$ cat config.mk
export PLATFORM = sky130hd
export DESIGN_NAME = iq_lo_ctrl
export DESIGN_NICKNAME = d
export VERILOG_FILES = /design/src/rtl/iq_demod_pkg.sv /design/src/rtl/lo_prescaler.sv /design/src/rtl/iq_lo_ctrl.sv
export SDC_FILE = /design/constraint.sdc
export NUM_CORES = 1
export LEC_CHECK = 0
export CAP_MARGIN = 20
export CORE_MARGIN = 2
export CORE_UTILIZATION = 43
export CTS_CLUSTER_SIZE = 12
export DETAILED_ROUTE_END_ITERATION = 16
export GPL_ROUTABILITY_DRIVEN = 0
export PLACE_DENSITY = 0.67
export SLEW_MARGIN = 20
export SYNTH_ARGS = -nofsm -noshare
export SYNTH_HDL_FRONTEND = slang
export SYNTH_SLANG_ARGS = --single-unit
$ cat constraint.sdc
create_clock -name clk -period 2.5 [get_ports clk]
set_clock_uncertainty 0.05 [all_clocks]
set_input_delay 0.5 -clock clk [delete_from_list [all_inputs] [get_ports clk]]
set_output_delay 0.5 -clock clk [all_outputs]
set_load 0.03 [all_outputs]
$ cat src/rtl/iq_demod_pkg.sv
// iq_demod_pkg: shared types, defaults and quadrant-to-IQ mapping for the LO controller
package iq_demod_pkg;
  typedef enum logic [1:0] {IDLE, RUN, FINISH} lo_state_t;
  typedef enum logic [1:0] {Q0, Q1, Q2, Q3} quad_t;
  localparam logic [2:0] LO_DIV_DEFAULT = 3'd4;
  // Packed as {cos[1:0], sin[1:0]}, each a 2-bit signed sample.
  function automatic logic [3:0] quad_to_iq(quad_t q);
    return q == Q0 ? 4'b0100 : q == Q1 ? 4'b0001 : q == Q2 ? 4'b1100 : 4'b0011;
  endfunction
endpackage

$ cat src/rtl/lo_prescaler.sv
// lo_prescaler: 3-bit divider counting 0..div, ticking on the last count of each quarter
module lo_prescaler (
  input  logic       clk,
  input  logic       reset,
  input  logic       i_clear,
  input  logic [2:0] i_div,
  output logic       o_tick
);
  logic [2:0] r_cnt;
  assign o_tick = !i_clear && r_cnt == i_div;
  // Counter holds at zero while cleared and wraps after the tick.
  always_ff @(posedge clk or posedge reset) begin
    if (reset) r_cnt <= '0;
    else r_cnt <= (i_clear || o_tick) ? '0 : r_cnt + 3'd1;
  end
endmodule

$ cat src/rtl/iq_lo_ctrl.sv
// iq_lo_ctrl: quadrature LO generator with config handshake, bounded/continuous runs and graceful stop
module iq_lo_ctrl
  import iq_demod_pkg::*;
(
  input  logic              clk,
  input  logic              reset,
  input  logic              cfg_valid,
  output logic              cfg_ready,
  input  logic [2:0]        cfg_div,
  input  logic [1:0]        cfg_phase,
  input  logic [7:0]        cfg_nper,
  input  logic              start,
  input  logic              stop,
  output logic signed [1:0] cos_out,
  output logic signed [1:0] sin_out,
  output logic              step,
  output logic              period_done,
  output logic              busy,
  output logic              done
);
  lo_state_t  r_state, w_state_n;
  quad_t      r_quad, w_quad_n, r_phase, w_phase;
  logic [2:0] r_div, w_div;
  logic [7:0] r_nper, w_nper, r_pcnt, w_pcnt_n;
  logic       r_stop, w_hs, w_tick, w_stop_eff, w_step, w_pd;
  logic [3:0] w_iq;

  lo_prescaler u_presc (
    .clk     (clk),
    .reset   (reset),
    .i_clear (r_state != RUN),
    .i_div   (r_div),
    .o_tick  (w_tick)
  );

  assign w_iq = quad_to_iq(w_quad_n);

  // Next state: a config offered alongside start is used immediately; a stop
  // (pending or arriving on the boundary) ends the run without advancing the quadrant.
  always_comb begin
    w_hs       = cfg_valid && cfg_ready;
    w_div      = w_hs ? cfg_div : r_div;
    w_phase    = w_hs ? quad_t'(cfg_phase) : r_phase;
    w_nper     = w_hs ? cfg_nper : r_nper;
    w_stop_eff = r_stop || stop;
    w_state_n  = r_state;
    w_quad_n   = r_quad;
    w_pcnt_n   = r_pcnt;
    w_step     = 1'b0;
    w_pd       = 1'b0;
    if (r_state == IDLE && start) begin
      w_state_n = RUN;
      w_quad_n  = w_phase;
      w_pcnt_n  = '0;
    end else if (r_state == FINISH) begin
      w_state_n = IDLE;
    end else if (r_state == RUN && w_tick) begin
      if (w_stop_eff) begin
        w_state_n = FINISH;
      end else begin
        w_quad_n = quad_t'(r_quad + 2'd1);
        w_step   = 1'b1;
        w_pd     = w_quad_n == r_phase;
        w_pcnt_n = r_pcnt + {7'd0, w_pd};
        if (w_pd && r_nper != 8'd0 && w_pcnt_n == r_nper) w_state_n = FINISH;
      end
    end
  end

  // State, shadow config and registered outputs.
  always_ff @(posedge clk or posedge reset) begin
    if (reset) begin
      r_state     <= IDLE;
      r_quad      <= Q0;
      r_div       <= LO_DIV_DEFAULT;
      r_phase     <= Q0;
      r_nper      <= '0;
      r_pcnt      <= '0;
      r_stop      <= 1'b0;
      cos_out     <= '0;
      sin_out     <= '0;
      step        <= 1'b0;
      period_done <= 1'b0;
      busy        <= 1'b0;
      done        <= 1'b0;
      cfg_ready   <= 1'b0;
    end else begin
      r_state     <= w_state_n;
      r_quad      <= w_quad_n;
      r_div       <= w_div;
      r_phase     <= w_phase;
      r_nper      <= w_nper;
      r_pcnt      <= w_pcnt_n;
      r_stop      <= w_state_n == RUN && (r_stop || (r_state == RUN && stop));
      cos_out     <= w_state_n == RUN ? w_iq[3:2] : 2'b00;
      sin_out     <= w_state_n == RUN ? w_iq[1:0] : 2'b00;
      step        <= w_step;
      period_done <= w_pd;
      busy        <= w_state_n != IDLE;
      done        <= w_state_n == FINISH;
      cfg_ready   <= w_state_n == IDLE;
    end
  end
endmodule

### Yosys cells after proc, flatten, opt, wreduce, memory -nomap -nowiden

Cells that the tools add are included.

| cells by class | value |
|---|---|
| reductions and logical operators | 19 |
| equal/unequal tests | 12 |
| mux-type cells | 28 |
| add/sub/neg operators | 3 |

Operators by type and width:

| cell | count |
|---|---|
| two-way mux 8 bit | 4 |
| two-way mux 2 bit | 12 |
| two-way mux 4 bit | 3 |
| adder 8 x 1 -> 8 bit | 1 |
| == test 8 bit | 1 |
| logical AND 1 bit | 8 |
| two-way mux 1 bit | 8 |
| nonzero test 8 bit | 1 |
| == test 2 x 1 -> 1 bit, second input constant | 3 |
| == test 2 bit, second input constant | 3 |
| logical NOT 2 bit | 3 |
| != test 2 x 1 -> 1 bit, second input constant | 2 |
| nonzero test 2 bit | 2 |
| adder 3 x 1 -> 3 bit, second input constant | 1 |
| == test 3 bit | 1 |
| logical OR 1 bit | 3 |
| two-way mux 3 bit | 1 |
| AND reduction 3 bit | 1 |
| adder 2 x 1 -> 2 bit, second input constant | 1 |
| == test 2 bit | 1 |
| != test 2 bit, second input constant | 1 |
| logical NOT 1 bit | 1 |

| word-level totals | value |
|---|---|
| logic and storage cells | 77 |
| register bits | 38 |
| output and inout bits | 9 |
| input port bits | 18 |

### Logic depth before layout (Yosys ltp)

Gate-level depths: netlist (run 1).

| depth | value |
|---|---|
| word-level depth | 12 |
| gate-level depth with buffers | 10 |
| mapped depth without buffers | 10 |

### Cells and area by module

A second synthesis (run 1) with hierarchy kept.

| second synthesis, totals | value |
|---|---|
| cell total of the unflattened synthesis | 176 |
| area total of the unflattened synthesis | 1870.5 µm² |

By module, submodules not included:

| module | area each (µm²) | seq. area each (µm²) | cells an instance | instances |
|---|---|---|---|---|
| iq_lo_ctrl | 1702.9 | 877.1 | 162 | 1 |
| lo_prescaler | 167.7 | 75.1 | 14 | 1 |

### Worst setup path before layout (run 1)

No wires, ideal clock.

| path | value |
|---|---|
| path kind | flip-flop to flip-flop |
| start | reg r_quad[1] |
| end | reg cos_out[0] |
| arrival | 2230 ps |
| data required time | 2317 ps |
| setup slack | 86 ps |
| period minus slack after synthesis | 2414 ps |
| stages on the path, launching flop included | 11 |
| buffers on the path | 0 |
| setup time | 133 ps |
| path through | dfrtp_1 > xnor2_1 > mux2_4 > inv_1 > ha_1 > ha_1 > and3_4 > nand3_2 > xnor2_4 > and4b_4 > a211oi_2 |

| on the way | value |
|---|---|
| word-level cells in the longest chain between the ends | 12 |
| elaborated cells between the ends (all ways) | 23 |
| those cells by class | add/sub: 2; eq/ne: 5; mux: 13; reduce/logical: 3 |

RTL lines:

| element | RTL line | RTL |
|---|---|---|
| start: declaration | iq_lo_ctrl.sv:22 | `quad_t r_quad, w_quad_n, r_phase, w_phase;` |
| start signal: assignment | iq_lo_ctrl.sv:89 | `r_quad <= w_quad_n;` |
| adder 2 x 1 -> 2 bit | iq_lo_ctrl.sv:61 | `w_quad_n = quad_t'(r_quad + 2'd1);` |
| == test 2 bit | iq_lo_ctrl.sv:63 | `w_pd = w_quad_n == r_phase;` |
| adder 8 x 1 -> 8 bit | iq_lo_ctrl.sv:64 | `w_pcnt_n = r_pcnt + {7'd0, w_pd};` |
| == test 8 bit | iq_lo_ctrl.sv:65 | `if (w_pd && r_nper != 8'd0 && w_pcnt_n == r_nper) w_state_n = FINISH;` |
| logical AND 1 bit | iq_lo_ctrl.sv:65 |  |
| two-way mux 2 bit | iq_lo_ctrl.sv:65 |  |
| two-way mux 2 bit | iq_lo_ctrl.sv:58 | `if (w_stop_eff) begin` |
| two-way mux 2 bit | iq_lo_ctrl.sv:57 | `end else if (r_state == RUN && w_tick) begin` |
| two-way mux 2 bit | iq_lo_ctrl.sv:55 | `end else if (r_state == FINISH) begin` |
| two-way mux 2 bit | iq_lo_ctrl.sv:51 | `if (r_state == IDLE && start) begin` |
| == test 2 x 1 -> 1 bit | iq_lo_ctrl.sv:95 | `cos_out <= w_state_n == RUN ? w_iq[3:2] : 2'b00;` |
| two-way mux 2 bit * | iq_lo_ctrl.sv:95 |  |
| end signal: assignment | iq_lo_ctrl.sv:95 |  |
| end: declaration | iq_lo_ctrl.sv:14 | `output logic signed [1:0] cos_out,` |

Mark *: on every way between the ends. The rest lies on a longest branch, timed or not.
A chain may end at the register's enable or synchronous reset.

### Worst setup path after layout (run 1)

| path | value |
|---|---|
| start | reg r_phase[1] |
| end | reg cos_out[0] |

| on the way | value |
|---|---|
| word-level cells in the longest chain between the ends | 11 |
| elaborated cells between the ends (all ways) | 20 |
| those cells by class | add/sub: 1; eq/ne: 5; mux: 11; reduce/logical: 3 |

RTL lines:

| element | RTL line | RTL |
|---|---|---|
| start: declaration | iq_lo_ctrl.sv:22 |  |
| start signal: assignment | iq_lo_ctrl.sv:91 | `r_phase <= w_phase;` |
| == test 2 bit | iq_lo_ctrl.sv:63 |  |
| adder 8 x 1 -> 8 bit | iq_lo_ctrl.sv:64 |  |
| == test 8 bit | iq_lo_ctrl.sv:65 |  |
| logical AND 1 bit | iq_lo_ctrl.sv:65 |  |
| two-way mux 2 bit | iq_lo_ctrl.sv:65 |  |
| two-way mux 2 bit | iq_lo_ctrl.sv:58 |  |
| two-way mux 2 bit | iq_lo_ctrl.sv:57 |  |
| two-way mux 2 bit | iq_lo_ctrl.sv:55 |  |
| two-way mux 2 bit | iq_lo_ctrl.sv:51 |  |
| == test 2 x 1 -> 1 bit | iq_lo_ctrl.sv:95 |  |
| two-way mux 2 bit * | iq_lo_ctrl.sv:95 |  |

Marked as above.

==> qor.csv, run 1 <==
metric;value;unit
layout cells sized above 1;24.8;%
Post-synth ARST share;100;%
design area;2620;sq um
total power;2870;uW
worst hold slack;0.430;ns
fin crit share;96.5;%
Mapped Cells;189;
Post-synth EDFFs;0;
CP Capture Type;flip-flop;
unrepaired setup endpoints after global routing;false;
# H-tree levels;2;
max-cap viol count;0;
worst skew pair latency;0.29;ns
port bufs;26;
Antenna diodes;0;
register area;952;sq um
clock-pin transition on the worst setup and hold timing paths;0.08;ns
die height;73.8;microns
P_leak;0.00108;uW
final hold violation count;0;
Area Growth Syn to Fin;25.1;%
most common cell after layout, fill and taps aside;dfrtp_1;
status;finished clean;
Main synth FF type;dfrtp_1;
antenna-violating nets left;0;
first-pass GRT wire length;7.11;mm
vias per cell;5.29;
initial antenna violation count;0;
Yosys reg bits;38;
DRC viols;0;
Seq pwr share;36.0;%
starting density of the core;44.4;%
final WL;4.15;mm
nets;246;
WP data required;2.62;ns
sw power;1140;uW
Die W;73.8;microns
Final setup viols;0;
Initial DRC Count;52;
commonest cells after routing, fill and taps aside;dfrtp_1, clkdlybuf4s50_1, nand2_1, nor2_1;
fin cells;293;
Total GRT Usage;17.2;%
Setup crit start kind;flip-flop;
Clock Path Buffers;2;
Combinational Power Share;49.6;%
placed cell area;2450;sq um
Int Pwr;1720;uW
drt pass-1 iters;4;
peak supply drop;351;uV
data arrival time of the worst path;2.54;ns
placed insts;282;
total number of vias;1549;
Core Rows;25;
Boundary Pins;27;
TritonCTS clock tree;done;
Slew headroom;66.9;%
setup_tns;0;ns
Multi-input gate area;1150;sq um
critical path class;flip-flop to flip-flop;
Synth Warn #;0;
remaining global-route overflow;0;
Clock power frac;14.3;%
fillcell total;408;
vias in the first global route;1561;
Sw Share;39.8;%
CTS sink count;38;
sequential fraction of the synthesis area;45.4;%
WL per Instance;14.2;microns
Die Area;5450;sq um
Tightest Hold Check Type;flip-flop to flip-flop;
Cell variety after synth;60;
Hold Buf Count CTS;0;
upper clock frequency limit;0.414;GHz
largest net degree at the start of global routing;39;
Slew @ Worst Pin;0.495;ns
syn_area_per_cell;11.1;sq um
CP max FO;4;
Net Count, Synth;210;
clock root cell;clkbuf_8;
cts bufs inserted;5;
core area;4720;sq um
Power Density;1090;nW/um^2
min Tclk post-route;2.41;ns
Slew Limit Fails;0;
Mapped Area;2100;sq um
post-DP HPWL;3.07;mm
-- final timing paths --
check,startpoint,end,slack (ns),depth (start not counted)
min in group asynchronous,reset,r_div[0],0.56,3
max in group asynchronous,reset,r_div[2],1.46,3
worst max register to register,r_phase[1],cos_out[0],0.09,10
worst max-delay path,r_phase[1],cos_out[0],0.09,10
worst min register to register,u_presc.r_cnt[0],u_presc.r_cnt[0],0.43,1
worst min-delay path,u_presc.r_cnt[0],u_presc.r_cnt[0],0.43,1
-- cell usage after synthesis (3+ instances only) --
cell      number  share of area, %
xor2_1         5               2.1
nand2b_1       5               1.5
nor2_1        13               2.3
dfrtp_1       37                44
ha_1           3               1.8
xnor2_1       11               4.6
inv_1          5              0.90
o21ai_0       12               2.9
mux2_2        12               6.4
nand3_1        9               2.1
and3_1         3              0.90
a21oi_1        4              0.95
nand2_1       15               2.7
a31oi_1        3              0.90
-- worst max-delay path: stages (launching register included) --
cell,delay (ns)
dfrtp_1,0.40
xnor2_1,0.21
mux2_4,0.34
inv_2,0.07
ha_4,0.14
ha_4,0.20
xnor2_2,0.15
nand2_2,0.08
a211oi_4,0.26
and4b_4,0.31
a211oi_2,0.07
-- kinds of logic (layout without fill, tap and decap cells) --
| logic type | after synthesis | count (layout) | synth area share, % |
|---|---|---|---|
| compound gates | 37 | 37 | 13.2 |
| xor+xnor | 19 | 19 | 9.55 |
| fa+ha+maj | 3 | 3 | 1.79 |
| buf+inv | 12 | 49 | 2.98 |
| flops | 38 | 38 | 45.4 |
| mux | 15 | 15 | 8.35 |
| simple gates | 65 | 65 | 18.7 |
-- through the flow --
stage / setup slack, ns / utilization, %
floorplan: 0.0864 / -
global placement: 0.0909 / 51.9
detailed placement: 0.0300 / 51.9
CTS: 0.0104 / 53.6
global route: 0.0100 / 55.5
finish: 0.0872 / 55.5
-- sequential cells by signal, summed over array words and instances, names as in the netlist --
register	count
r_stop	1
r_nper	8
done	1
r_phase	2
period_done	1
u_presc.r_cnt	3
r_div	3
cfg_ready	1
busy	1
cos_out	2
r_state	2
sin_out	2
r_quad	2
step	1
r_pcnt	8
-- what timing repair did --
item	in CTS	in global routing
setup buffers	0	3
gates resized for setup	0	12
setup endpoints to repair	0	7
-- final cells by class --
cell class	instances	area share, %
clock buffers	8	3.05
inverters	6	1.05
multi-input cells	139	43.9
flip-flops and latches	38	36.3
well taps	67	3.20
repair buffers	35	12.5
-- routing by layer --
metal	track usage, %	wire (microns)
met3	4.39	168
met4	6.67	78
met1	22.1	1910
met5	0	0
met2	27.6	1990
-- power by group through the flow --
stage	logic (uW)	clock network, uW	registers (uW)
after global placement	1310	0	1030
after detailed placement	1330	0	1040
after floorplan	938	0	1070
after CTS	1330	424	1020
final	1420	411	1030
after global routing	1560	452	1070
Power figures use the tool's default switching activity.
==> inputs of run 2 (changes only) <==
Settings changed: SLEW_MARGIN 20 to unset.
==> results of run 2 <==
No change in the layout: final DEF, timing and power equal those of run 1.
